## src/rtl/mos6502_pkg.sv

```systemverilog
// Shared 6502 definitions: mnemonic and addressing-mode indices, instruction
// length by mode, and the encoder state type.
package mos6502_pkg;

    typedef enum logic [5:0] {
        MNEM_ADC, MNEM_AND, MNEM_ASL, MNEM_BCC, MNEM_BCS, MNEM_BEQ, MNEM_BIT, MNEM_BMI,
        MNEM_BNE, MNEM_BPL, MNEM_BRK, MNEM_BVC, MNEM_BVS, MNEM_CLC, MNEM_CLD, MNEM_CLI,
        MNEM_CLV, MNEM_CMP, MNEM_CPX, MNEM_CPY, MNEM_DEC, MNEM_DEX, MNEM_DEY, MNEM_EOR,
        MNEM_INC, MNEM_INX, MNEM_INY, MNEM_JMP, MNEM_JSR, MNEM_LDA, MNEM_LDX, MNEM_LDY,
        MNEM_LSR, MNEM_NOP, MNEM_ORA, MNEM_PHA, MNEM_PHP, MNEM_PLA, MNEM_PLP, MNEM_ROL,
        MNEM_ROR, MNEM_RTI, MNEM_RTS, MNEM_SBC, MNEM_SEC, MNEM_SED, MNEM_SEI, MNEM_STA,
        MNEM_STX, MNEM_STY, MNEM_TAX, MNEM_TAY, MNEM_TSX, MNEM_TXA, MNEM_TXS, MNEM_TYA
    } mnem_e;

    typedef enum logic [3:0] {
        MODE_IMP, MODE_ACC, MODE_IMM, MODE_ZPG, MODE_ZPGX, MODE_ZPGY, MODE_ABS,
        MODE_ABSX, MODE_ABSY, MODE_IND, MODE_XIND, MODE_INDY, MODE_REL
    } mode_e;

    typedef enum logic [1:0] {
        ST_IDLE, ST_OPC, ST_LO, ST_HI
    } enc_state_e;

    // Total instruction length in bytes; 0 for mode indices that do not exist.
    function automatic logic [1:0] mode_len(input logic [3:0] mode);
        logic [1:0] len;
        case (mode)
            MODE_IMP, MODE_ACC:                               len = 2'd1;
            MODE_IMM, MODE_ZPG, MODE_ZPGX, MODE_ZPGY,
            MODE_XIND, MODE_INDY, MODE_REL:                   len = 2'd2;
            MODE_ABS, MODE_ABSX, MODE_ABSY, MODE_IND:         len = 2'd3;
            default:                                          len = 2'd0;
        endcase
        return len;
    endfunction

endpackage

```

## src/rtl/mos6502_opcode_rom.sv

```systemverilog
// Combinational (mnemonic, mode) -> {legal, opcode} table for the documented
// 6502 instruction set. Anything not in the table is reported illegal.
module mos6502_opcode_rom
    import mos6502_pkg::*;
(
    input  logic [5:0] mnem,
    input  logic [3:0] mode,
    output logic       legal,
    output logic [7:0] opcode
);

    // ALU group (ORA/AND/EOR/ADC/STA/LDA/CMP/SBC) shares one mode->offset map;
    // STA has no immediate form.
    function automatic logic [8:0] alu_op(input logic [7:0] base, input logic [3:0] m,
                                          input logic no_imm);
        logic [8:0] r;
        case (m)
            MODE_XIND: r = {1'b1, base | 8'h01};
            MODE_ZPG:  r = {1'b1, base | 8'h05};
            MODE_IMM:  r = {!no_imm, base | 8'h09};
            MODE_ABS:  r = {1'b1, base | 8'h0D};
            MODE_INDY: r = {1'b1, base | 8'h11};
            MODE_ZPGX: r = {1'b1, base | 8'h15};
            MODE_ABSY: r = {1'b1, base | 8'h19};
            MODE_ABSX: r = {1'b1, base | 8'h1D};
            default:   r = 9'd0;
        endcase
        return r;
    endfunction

    // Shift/rotate group (ASL/ROL/LSR/ROR).
    function automatic logic [8:0] shift_op(input logic [7:0] base, input logic [3:0] m);
        logic [8:0] r;
        case (m)
            MODE_ACC:  r = {1'b1, base | 8'h0A};
            MODE_ZPG:  r = {1'b1, base | 8'h06};
            MODE_ZPGX: r = {1'b1, base | 8'h16};
            MODE_ABS:  r = {1'b1, base | 8'h0E};
            MODE_ABSX: r = {1'b1, base | 8'h1E};
            default:   r = 9'd0;
        endcase
        return r;
    endfunction

    // Single-mode instructions: legal only in the one mode they exist in.
    function automatic logic [8:0] only(input logic [7:0] op, input logic [3:0] m,
                                        input logic [3:0] want);
        return {m == want, op};
    endfunction

    // Table lookup.
    always_comb begin
        logic [8:0] r;
        r = 9'd0;
        case (mnem)
            MNEM_ORA: r = alu_op(8'h00, mode, 1'b0);
            MNEM_AND: r = alu_op(8'h20, mode, 1'b0);
            MNEM_EOR: r = alu_op(8'h40, mode, 1'b0);
            MNEM_ADC: r = alu_op(8'h60, mode, 1'b0);
            MNEM_STA: r = alu_op(8'h80, mode, 1'b1);
            MNEM_LDA: r = alu_op(8'hA0, mode, 1'b0);
            MNEM_CMP: r = alu_op(8'hC0, mode, 1'b0);
            MNEM_SBC: r = alu_op(8'hE0, mode, 1'b0);
            MNEM_ASL: r = shift_op(8'h00, mode);
            MNEM_ROL: r = shift_op(8'h20, mode);
            MNEM_LSR: r = shift_op(8'h40, mode);
            MNEM_ROR: r = shift_op(8'h60, mode);
            MNEM_INC, MNEM_DEC: begin
                case (mode)
                    MODE_ZPG:  r = {1'b1, 8'hC6};
                    MODE_ZPGX: r = {1'b1, 8'hD6};
                    MODE_ABS:  r = {1'b1, 8'hCE};
                    MODE_ABSX: r = {1'b1, 8'hDE};
                    default:   r = 9'd0;
                endcase
                if (mnem == MNEM_INC) r[7:0] = r[7:0] | 8'h20;
            end
            MNEM_LDX: begin
                case (mode)
                    MODE_IMM:  r = {1'b1, 8'hA2};
                    MODE_ZPG:  r = {1'b1, 8'hA6};
                    MODE_ZPGY: r = {1'b1, 8'hB6};
                    MODE_ABS:  r = {1'b1, 8'hAE};
                    MODE_ABSY: r = {1'b1, 8'hBE};
                    default:   r = 9'd0;
                endcase
            end
            MNEM_LDY: begin
                case (mode)
                    MODE_IMM:  r = {1'b1, 8'hA0};
                    MODE_ZPG:  r = {1'b1, 8'hA4};
                    MODE_ZPGX: r = {1'b1, 8'hB4};
                    MODE_ABS:  r = {1'b1, 8'hAC};
                    MODE_ABSX: r = {1'b1, 8'hBC};
                    default:   r = 9'd0;
                endcase
            end
            MNEM_STX: begin
                case (mode)
                    MODE_ZPG:  r = {1'b1, 8'h86};
                    MODE_ZPGY: r = {1'b1, 8'h96};
                    MODE_ABS:  r = {1'b1, 8'h8E};
                    default:   r = 9'd0;
                endcase
            end
            MNEM_STY: begin
                case (mode)
                    MODE_ZPG:  r = {1'b1, 8'h84};
                    MODE_ZPGX: r = {1'b1, 8'h94};
                    MODE_ABS:  r = {1'b1, 8'h8C};
                    default:   r = 9'd0;
                endcase
            end
            MNEM_CPX, MNEM_CPY: begin
                case (mode)
                    MODE_IMM:  r = {1'b1, 8'hC0};
                    MODE_ZPG:  r = {1'b1, 8'hC4};
                    MODE_ABS:  r = {1'b1, 8'hCC};
                    default:   r = 9'd0;
                endcase
                if (mnem == MNEM_CPX) r[7:0] = r[7:0] | 8'h20;
            end
            MNEM_BIT: begin
                case (mode)
                    MODE_ZPG:  r = {1'b1, 8'h24};
                    MODE_ABS:  r = {1'b1, 8'h2C};
                    default:   r = 9'd0;
                endcase
            end
            MNEM_JMP: begin
                case (mode)
                    MODE_ABS:  r = {1'b1, 8'h4C};
                    MODE_IND:  r = {1'b1, 8'h6C};
                    default:   r = 9'd0;
                endcase
            end
            MNEM_JSR: r = only(8'h20, mode, MODE_ABS);
            MNEM_BPL: r = only(8'h10, mode, MODE_REL);
            MNEM_BMI: r = only(8'h30, mode, MODE_REL);
            MNEM_BVC: r = only(8'h50, mode, MODE_REL);
            MNEM_BVS: r = only(8'h70, mode, MODE_REL);
            MNEM_BCC: r = only(8'h90, mode, MODE_REL);
            MNEM_BCS: r = only(8'hB0, mode, MODE_REL);
            MNEM_BNE: r = only(8'hD0, mode, MODE_REL);
            MNEM_BEQ: r = only(8'hF0, mode, MODE_REL);
            MNEM_BRK: r = only(8'h00, mode, MODE_IMP);
            MNEM_CLC: r = only(8'h18, mode, MODE_IMP);
            MNEM_CLD: r = only(8'hD8, mode, MODE_IMP);
            MNEM_CLI: r = only(8'h58, mode, MODE_IMP);
            MNEM_CLV: r = only(8'hB8, mode, MODE_IMP);
            MNEM_DEX: r = only(8'hCA, mode, MODE_IMP);
            MNEM_DEY: r = only(8'h88, mode, MODE_IMP);
            MNEM_INX: r = only(8'hE8, mode, MODE_IMP);
            MNEM_INY: r = only(8'hC8, mode, MODE_IMP);
            MNEM_NOP: r = only(8'hEA, mode, MODE_IMP);
            MNEM_PHA: r = only(8'h48, mode, MODE_IMP);
            MNEM_PHP: r = only(8'h08, mode, MODE_IMP);
            MNEM_PLA: r = only(8'h68, mode, MODE_IMP);
            MNEM_PLP: r = only(8'h28, mode, MODE_IMP);
            MNEM_RTI: r = only(8'h40, mode, MODE_IMP);
            MNEM_RTS: r = only(8'h60, mode, MODE_IMP);
            MNEM_SEC: r = only(8'h38, mode, MODE_IMP);
            MNEM_SED: r = only(8'hF8, mode, MODE_IMP);
            MNEM_SEI: r = only(8'h78, mode, MODE_IMP);
            MNEM_TAX: r = only(8'hAA, mode, MODE_IMP);
            MNEM_TAY: r = only(8'hA8, mode, MODE_IMP);
            MNEM_TSX: r = only(8'hBA, mode, MODE_IMP);
            MNEM_TXA: r = only(8'h8A, mode, MODE_IMP);
            MNEM_TXS: r = only(8'h9A, mode, MODE_IMP);
            MNEM_TYA: r = only(8'h98, mode, MODE_IMP);
            default:  r = 9'd0;
        endcase
        legal  = r[8];
        opcode = r[7:0];
    end

endmodule

```

## src/rtl/mos6502_instr_encoder.sv

```systemverilog
// Encodes (mnemonic, mode, operand) into a 1-3 byte little-endian 6502
// instruction stream with valid/ready handshakes on both sides.
//
//   state   | meaning
//   --------+--------------------------------------------------------
//   ST_IDLE | ready for a request; illegal requests pulse err here
//   ST_OPC  | presenting opcode byte (out_first)
//   ST_LO   | presenting operand[7:0]
//   ST_HI   | presenting operand[15:8] (3-byte modes only)
module mos6502_instr_encoder
    import mos6502_pkg::*;
#(
    parameter int CNT_W = 16
) (
    input  logic             clock,
    input  logic             reset,
    input  logic             in_valid,
    output logic             in_ready,
    input  logic [5:0]       in_mnem,
    input  logic [3:0]       in_mode,
    input  logic [15:0]      in_operand,
    output logic             out_valid,
    input  logic             out_ready,
    output logic [7:0]       out_data,
    output logic             out_first,
    output logic             out_last,
    output logic             err,
    output logic [CNT_W-1:0] instr_cnt
);

    enc_state_e       state_q, state_d;
    logic [7:0]       opcode_q;
    logic [15:0]      operand_q;
    logic [1:0]       len_q;
    logic             err_q;
    logic [CNT_W-1:0] cnt_q;
    logic             rom_legal;
    logic [7:0]       rom_opcode;
    logic             take;
    logic             last_hs;

    mos6502_opcode_rom u_rom (
        .mnem   (in_mnem),
        .mode   (in_mode),
        .legal  (rom_legal),
        .opcode (rom_opcode)
    );

    assign take      = (state_q == ST_IDLE) && in_valid && !reset;
    assign err       = err_q;
    assign instr_cnt = cnt_q;

    // Next state and byte-stream outputs; outputs depend only on registered
    // state so they stay put while the sink stalls.
    always_comb begin
        state_d   = state_q;
        in_ready  = 1'b0;
        out_valid = 1'b0;
        out_data  = 8'h00;
        out_first = 1'b0;
        out_last  = 1'b0;
        last_hs   = 1'b0;
        case (state_q)
            ST_IDLE: begin
                in_ready = !reset;
                if (take && rom_legal) state_d = ST_OPC;
            end
            ST_OPC: begin
                out_valid = 1'b1;
                out_data  = opcode_q;
                out_first = 1'b1;
                out_last  = (len_q == 2'd1);
                if (out_ready) state_d = (len_q == 2'd1) ? ST_IDLE : ST_LO;
            end
            ST_LO: begin
                out_valid = 1'b1;
                out_data  = operand_q[7:0];
                out_last  = (len_q == 2'd2);
                if (out_ready) state_d = (len_q == 2'd2) ? ST_IDLE : ST_HI;
            end
            ST_HI: begin
                out_valid = 1'b1;
                out_data  = operand_q[15:8];
                out_last  = 1'b1;
                if (out_ready) state_d = ST_IDLE;
            end
            default: state_d = ST_IDLE;
        endcase
        last_hs = out_valid && out_ready && out_last;
    end

    // State register, request latch, error pulse and instruction counter.
    always_ff @(posedge clock) begin
        if (reset) begin
            state_q   <= ST_IDLE;
            opcode_q  <= 8'h00;
            operand_q <= 16'h0000;
            len_q     <= 2'd0;
            err_q     <= 1'b0;
            cnt_q     <= '0;
        end else begin
            state_q <= state_d;
            err_q   <= take && !rom_legal;
            if (take && rom_legal) begin
                opcode_q  <= rom_opcode;
                operand_q <= in_operand;
                len_q     <= mode_len(in_mode);
            end
            if (last_hs) cnt_q <= cnt_q + 1'b1;
        end
    end

endmodule
```

## config.mk

```make
export PLATFORM = sky130hd
export DESIGN_NAME = mos6502_instr_encoder
export DESIGN_NICKNAME = d
export VERILOG_FILES = /design/src/rtl/mos6502_pkg.sv /design/src/rtl/mos6502_opcode_rom.sv /design/src/rtl/mos6502_instr_encoder.sv
export SDC_FILE = /design/constraint.sdc
export NUM_CORES = 1
export LEC_CHECK = 0
export ABC_AREA = 1
export CAP_MARGIN = 20
export CELL_PAD_IN_SITES_DETAIL_PLACEMENT = 1
export CELL_PAD_IN_SITES_GLOBAL_PLACEMENT = 2
export CORE_ASPECT_RATIO = 0.9
export CORE_MARGIN = 10
export CORE_UTILIZATION = 28
export CTS_BUF_LIST = sky130_fd_sc_hd__clkbuf_2 sky130_fd_sc_hd__clkbuf_4 sky130_fd_sc_hd__clkbuf_8
export CTS_CLUSTER_SIZE = 40
export DETAILED_ROUTE_END_ITERATION = 12
export PLACE_DENSITY_LB_ADDON = 0.12
export SKIP_CTS_REPAIR_TIMING = 1
export SLEW_MARGIN = 10
export SYNTH_ARGS = -nofsm -noshare
export SYNTH_HDL_FRONTEND = slang
export SYNTH_HIERARCHICAL = 1
export SYNTH_SLANG_ARGS = --single-unit
```

## constraint.sdc

```tcl
create_clock -name clock -period 3 [get_ports clock]
set_input_delay 0.6 -clock clock [delete_from_list [all_inputs] [get_ports clock]]
set_output_delay 0.6 -clock clock [all_outputs]
set_load 0.05 [all_outputs]
```

==> results_dict.tcl, run 1 <==
set metrics [dict create \
    critical_path.endpoint_type "flop" \
    fmax_ghz 0.352 \
    power_leakage_nw 2.35 \
    crit_fanout 20 \
    final_layout_size_suffix_gt1_share_pct 15.4 \
    core.rowCount 39 \
    final_max_slew_viol_count 0 \
    run_status "finished, final reports clean" \
    p_per_area_nw_per_um2 286 \
    drt_drc_violations_left 0 \
    syn-instance-count 631 \
    die_wd_microns 140 \
    min_path_type "reg2reg" \
    final_net_count 786 \
    synth.largest_area_cell "dfxtp_1" \
    drt-pass1-iter-count 4 \
    antenna_found_initial 0 \
    fp.dieH_microns 128 \
    via_count_of_the_first_global_routing_pass 4620 \
    ys_top_cells_by_area "dfxtp_1 25%, nand2_1 21%, nor2_1 9.5%" \
    grt_pass1_wl_microns 23400 \
    vdd.ir_drop.worst_v 0.000160 \
    final_setup_violation_count 0 \
    cts-root-to-sink-buffers 2 \
    clock-skew-final_ns 0.0108 \
    setup-tns-final_ns 0 \
    finalWeightedCongestion 0.878 \
    drt-total-wl_microns 14300 \
    clock_sinks 45 \
    average_size_of_a_mapped_cell_sq_um 5.73 \
    timing.critical_path.from_type "primary input" \
    synth_register_bits 45 \
    core_region_area_sq_um 12700 \
    antenna_cells_inserted 0 \
    portion_of_the_post_synthesis_area_used_by_sequential_elements_pct 24.9 \
    drt.antenna.violating_nets 0 \
    timing.hold.ws_ns 0.461 \
    final_instance_area_sq_um 5030 \
    synth-edff-count 0 \
    h_tree_lvls 2 \
    clock_insertion_delay_at_the_later_pin_of_the_skew_report_ns 0.31 \
    dieArea_sq_um 17900 \
    layout_worst_path_cycle_share_pct 94.7 \
    route.detailed.wl_per_inst_microns 15.6 \
    worst-endpoint-required_ns 3.20 \
    num_vias 4449 \
    initial_utilization_pct 28.5 \
    grt_max_degree 40 \
    timing_worst_setup_path_type "in2reg" \
    global_route.overflow_total 0 \
    critPathArrivalTime_ns 3.04 \
    areaGrowthSynthToFinish_pct 39.1 \
    synth_largest_type_area_fraction_pct 24.9 \
    io_buffer_count 58 \
    rsz_0062_raised_after_global_routing "no" \
    postSynth.asyncResetShare_pct 0 \
    num-fill-cells 1701 \
    synth_fp_nets 668 \
    timing.final.crit_period_ns 2.84 \
    max_slew.worst_pin.slew_ns 0.533 \
    global_route.usage.total_pct 15.6 \
    cts_made_buffers 5 \
    vias_per_cell 4.87 \
    syn_area_sq_um 3620 \
    root_buffer "clkbuf_8" \
    dpl_cell_area_sq_um 4890 \
    path_clk_slew_ns 0.09 \
    final-hold-violation-count 0 \
    slew_headroom_pct 64.3 \
    yosys.cell_types.count 33 \
    yosys_most_used_dff "dfxtp_1" \
    hpwlAfterDp_microns 11700 \
    maxCapViolations 0 \
    yosysWarningCount 6 \
    pin_count 59 \
    tritoncts "built" \
    drt_iter0_markers 234 \
]
-- critical path, cell delays in order --
cell and delay [ns]:
clkdlybuf4s50_1 0.55, nor2_2 0.19, buf_12 0.17, inv_1 0.06
o21ai_0 0.28, nor2_1 0.07, a21boi_0 0.20, nor2_1 0.07
nand3_1 0.14, nand4_4 0.20, buf_12 0.21, o21ai_0 0.20
a21oi_1 0.07
-- synthesized netlist by cell type (4+ instances only) --
cell type	number
nor2_4	5
o221ai_1	8
nand4_1	5
nor2_1	92
ha_1	7
nor3_1	5
nand2_1	198
buf_4	5
a21oi_1	48
clkbuf_1	4
nand3_1	61
inv_2	11
o21ai_0	33
dfxtp_1	45
nor2_2	9
inv_1	66
-- placed cells by master (no fill, tap or decap), drive strengths merged --
cell           Yosys  routed
a21oi             49      49
clkdlybuf4s50      0      56
and3               1       1
clkinv             0       1
nand4              6       6
dfxtp             45      45
o21ai             36      36
buf               11      68
nand3             63      63
a21boi             1       1
nand3b             1       1
bufinv             0       1
a31oi              2       2
nand2            203     203
ha                 7       7
o21a               2       2
inv               77      77
dlymetal6s2s       0       1
o221ai             8       8
nor3               5       5
clkbuf             4       6
o22ai              1       1
o211ai             1       1
nor2             108     108
-- power breakdown --
group	internal (mW)	switching, mW	total [mW]
clock network	0.242	0.216	0.458
registers	0.610	0.00626	0.616
logic	0.147	0.220	0.367
total	0.999	0.442	1.44
-- sequential cells by signal, summed over array words and instances (netlist names) --
signal and cells:
instr_cnt 16, operand_q 16, opcode_q 8, len_q 2
state_q 2, err 1
-- kinds of logic (layout without fill, tap and decap cells) --
kind of cell / after synthesis / after routing / synth area share, %
AND/OR/NAND/NOR: 387 / 387 / 47.0
buffers and inverters: 92 / 210 / 10.6
adder cells (fa/ha/maj): 7 / 7 / 2.42
AO/OA/AOI/OAI: 100 / 100 / 15.1
flip-flops: 45 / 45 / 24.9
-- cell type report --
cell class	instances	area [sq um]	area share (%)
sequential	45	901	17.9
timing repair buffer	126	1180	23.5
clock inverter	2	35.0	0.696
clock buffer	5	68.8	1.37
multi-input combinational	494	2350	46.7
tap	164	205	4.08
inverter	77	289	5.74
-- routing by layer --
| layer | share of wire, % | GRT usage, % | vias to the layer above |
|---|---|---|---|
| li1 | - | - | 2256 |
| met1 | 49 | 21.2 | 2118 |
| met2 | 46 | 25.7 | 71 |
| met3 | 4.6 | 3.07 | 4 |
| met4 | 0.29 | 1.70 | 0 |
| met5 | 0 | 0 | - |
-- per-stage QoR --
stage	setup WS, ns	util, %	std cells	power [mW]
final	0.160	39.7	913	1.44
after detailed placement	-0.125	38.5	905	0.992
after global placement	-0.0169	38.5	905	0.986
after floorplan	0.678	-	631	0.818
after CTS	0.149	39.3	912	1.46
after global routing	0.00492	39.7	913	1.53
-- worst paths after layout --
| check | startpoint | end | slack [ns] | depth (start not counted) |
|---|---|---|---|---|
| min | operand_q[9] | operand_q[9] | 0.46 | 2 |
| min reg2reg | operand_q[9] | operand_q[9] | 0.46 | 2 |
| max reg2reg | instr_cnt[1] | instr_cnt[14] | 1.50 | 8 |
| max | in_mnem[4] | operand_q[3] | 0.16 | 13 |
No activity file was read; power rests on OpenSTA's default activity.
==> run 2, diff against run 1 <==
--- a/config.mk
+++ b/config.mk
@@ -7,17 +7,15 @@
 export LEC_CHECK = 0
 export ABC_AREA = 1
 export CAP_MARGIN = 20
-export CELL_PAD_IN_SITES_DETAIL_PLACEMENT = 1
-export CELL_PAD_IN_SITES_GLOBAL_PLACEMENT = 2
 export CORE_ASPECT_RATIO = 0.9
 export CORE_MARGIN = 10
-export CORE_UTILIZATION = 28
+export CORE_UTILIZATION = 49
 export CTS_BUF_LIST = sky130_fd_sc_hd__clkbuf_2 sky130_fd_sc_hd__clkbuf_4 sky130_fd_sc_hd__clkbuf_8
 export CTS_CLUSTER_SIZE = 40
 export DETAILED_ROUTE_END_ITERATION = 12
 export PLACE_DENSITY_LB_ADDON = 0.12
 export SKIP_CTS_REPAIR_TIMING = 1
-export SLEW_MARGIN = 10
+export SLEW_MARGIN = 30
 export SYNTH_ARGS = -nofsm -noshare
 export SYNTH_HDL_FRONTEND = slang
 export SYNTH_HIERARCHICAL = 1
==> results_dict.tcl, run 2 (synthesized netlist as in run 1, its figures left out) <==
set metrics [dict create \
    global_route.usage.total_pct 19.7 \
    timing.critical_path.from_type "flop" \
    num_vias 4454 \
    vias_per_cell 5.43 \
    drt-pass1-iter-count 5 \
    slew_headroom_pct 65.6 \
    dieArea_sq_um 11200 \
    layout.cells.most_common_list "198 x nand2_1, 92 x nor2_1, 66 x inv_1" \
    top_signal_layer_used "met4" \
    crit_fanout 9 \
    fmax_ghz 0.355 \
    vdd.ir_drop.worst_v 0.000199 \
    finalWeightedCongestion 0.957 \
    path_clk_slew_ns 0.09 \
    clock-skew-final_ns 0.00751 \
    die_wd_microns 111 \
    fp.dieH_microns 102 \
    p_sw_mw 0.429 \
    hpwlAfterDp_microns 9450 \
    worstRegToRegCells 8 \
    grt_max_degree 42 \
    cp-endpoint "out_data[1]" \
    antenna_found_initial 0 \
    power_leakage_nw 2.23 \
    h_tree_lvls 2 \
    routed-wl-met3_microns 1160 \
    pin_count 59 \
    final_net_count 764 \
    clock_insertion_delay_at_the_later_pin_of_the_skew_report_ns 0.30 \
    m1WireLength_microns 5160 \
    core_region_area_sq_um 7110 \
    critical_path.startpoint "state_q[1]" \
    max_slew.worst_pin.slew_ns 0.515 \
    timing.final.crit_period_ns 2.81 \
    run_status "finished, final reports clean" \
    flop_pwr_share_pct 43.5 \
    core.rowCount 29 \
    critical_path.endpoint_type "primary output" \
    placement.setup.worst_slack_ns -0.0583 \
    io_buffer_count 58 \
    total_design_power_mw 1.42 \
    drt-total-wl_microns 11800 \
    timing_worst_setup_path_type "reg2out" \
    drt_drc_violations_left 0 \
    global_route.overflow_total 0 \
    cts-root-to-sink-buffers 2 \
    initial_utilization_pct 50.9 \
    final_setup_violation_count 0 \
    grt_pass1_wl_microns 19000 \
    rsz_0062_raised_after_global_routing "no" \
    drt_iter0_markers 319 \
    p_per_area_nw_per_um2 300 \
    final_max_slew_viol_count 0 \
    critPathArrivalTime_ns 2.21 \
    root_buffer "clkbuf_8" \
    route.detailed.wl_per_inst_microns 14.4 \
    via_count_of_the_first_global_routing_pass 4155 \
    reg2reg_slack_ns 1.48 \
    min_path_type "reg2reg" \
    hp-start "operand_q[4]" \
    combinationalPowerShare_pct 23.6 \
    tritoncts "built" \
    clock_sinks 45 \
    r2r-end "instr_cnt[14]" \
    maxCapViolations 0 \
    critical_path.reg2reg.startpoint "instr_cnt[1]" \
    antenna_cells_inserted 0 \
    cts_made_buffers 5 \
    worst-endpoint-required_ns 2.40 \
    routed-wl-met2_microns 5420 \
    areaGrowthSynthToFinish_pct 30.5 \
    num-fill-cells 672 \
    final_common_cell "nand2_1" \
    final_layout_size_suffix_gt1_share_pct 12.5 \
    multi_input_comb_area_sq_um 2340 \
    p_sw_share_pct 30.3 \
    drt.antenna.violating_nets 0 \
    worst_slack_ns 0.187 \
    final-hold-violation-count 0 \
    clkPwrFrac_pct 33.0 \
    total_internal_power_mw 0.988 \
    sequential_cell_area_sq_um 901 \
    layout_worst_path_cycle_share_pct 93.8 \
]
## run 2: how the worst min path moves through the flow
stage | cells after the start | endpoint
floorplan | 2 | operand_q[0]
global placement | 2 | operand_q[10]
detailed placement | 2 | operand_q[15]
CTS | 2 | operand_q[15]
global route | 2 | operand_q[4]
finish | 2 | operand_q[4]
## run 2: worst max-delay path: stages, from the launching register on
cell and delay (ns):
dfxtp_1 0.46, nand2_1 0.29, o221ai_1 0.30, clkdlybuf4s50_1 0.85
## run 2: final cells by class
| class | instances | share of cell area [%] |
|---|---|---|
| clock inverter | 3 | 0.980 |
| sequential | 45 | 19.1 |
| inverter | 77 | 6.12 |
| clock buffer | 5 | 1.46 |
| timing repair buffer | 104 | 20.3 |
| multi-input combinational | 494 | 49.5 |
| tap | 93 | 2.46 |
## run 2: stage by stage
stage	cells	TNS (ns)	hold WS, ns	utilization [%]	cell area, sq um
CTS	821	0	0.460	66.3	4720
global route	821	0	0.482	66.4	4720
finish	821	0	0.456	66.4	4720
floorplan	631	0	0.429	-	3620
detailed placement	813	-0.596	0.447	64.7	4600
global placement	813	0	0.437	64.7	4600
## run 2: power by group through the flow
stage                     Clock (mW)  Sequential, mW  Combinational (mW)
after floorplan                    0           0.632               0.186
after CTS                      0.470           0.616               0.328
after detailed placement           0           0.630               0.326
after global placement             0           0.629               0.323
final                          0.467           0.616               0.334
after global routing           0.497           0.617               0.363
## run 2: metal layers
| metal | up-vias | GRT usage, % |
|---|---|---|
| met1 | 2040 | 25.3 |
| li1 | 2215 | - |
| met2 | 189 | 32.8 |
| met4 | 0 | 3.20 |
| met5 | - | 0 |
| met3 | 10 | 5.44 |
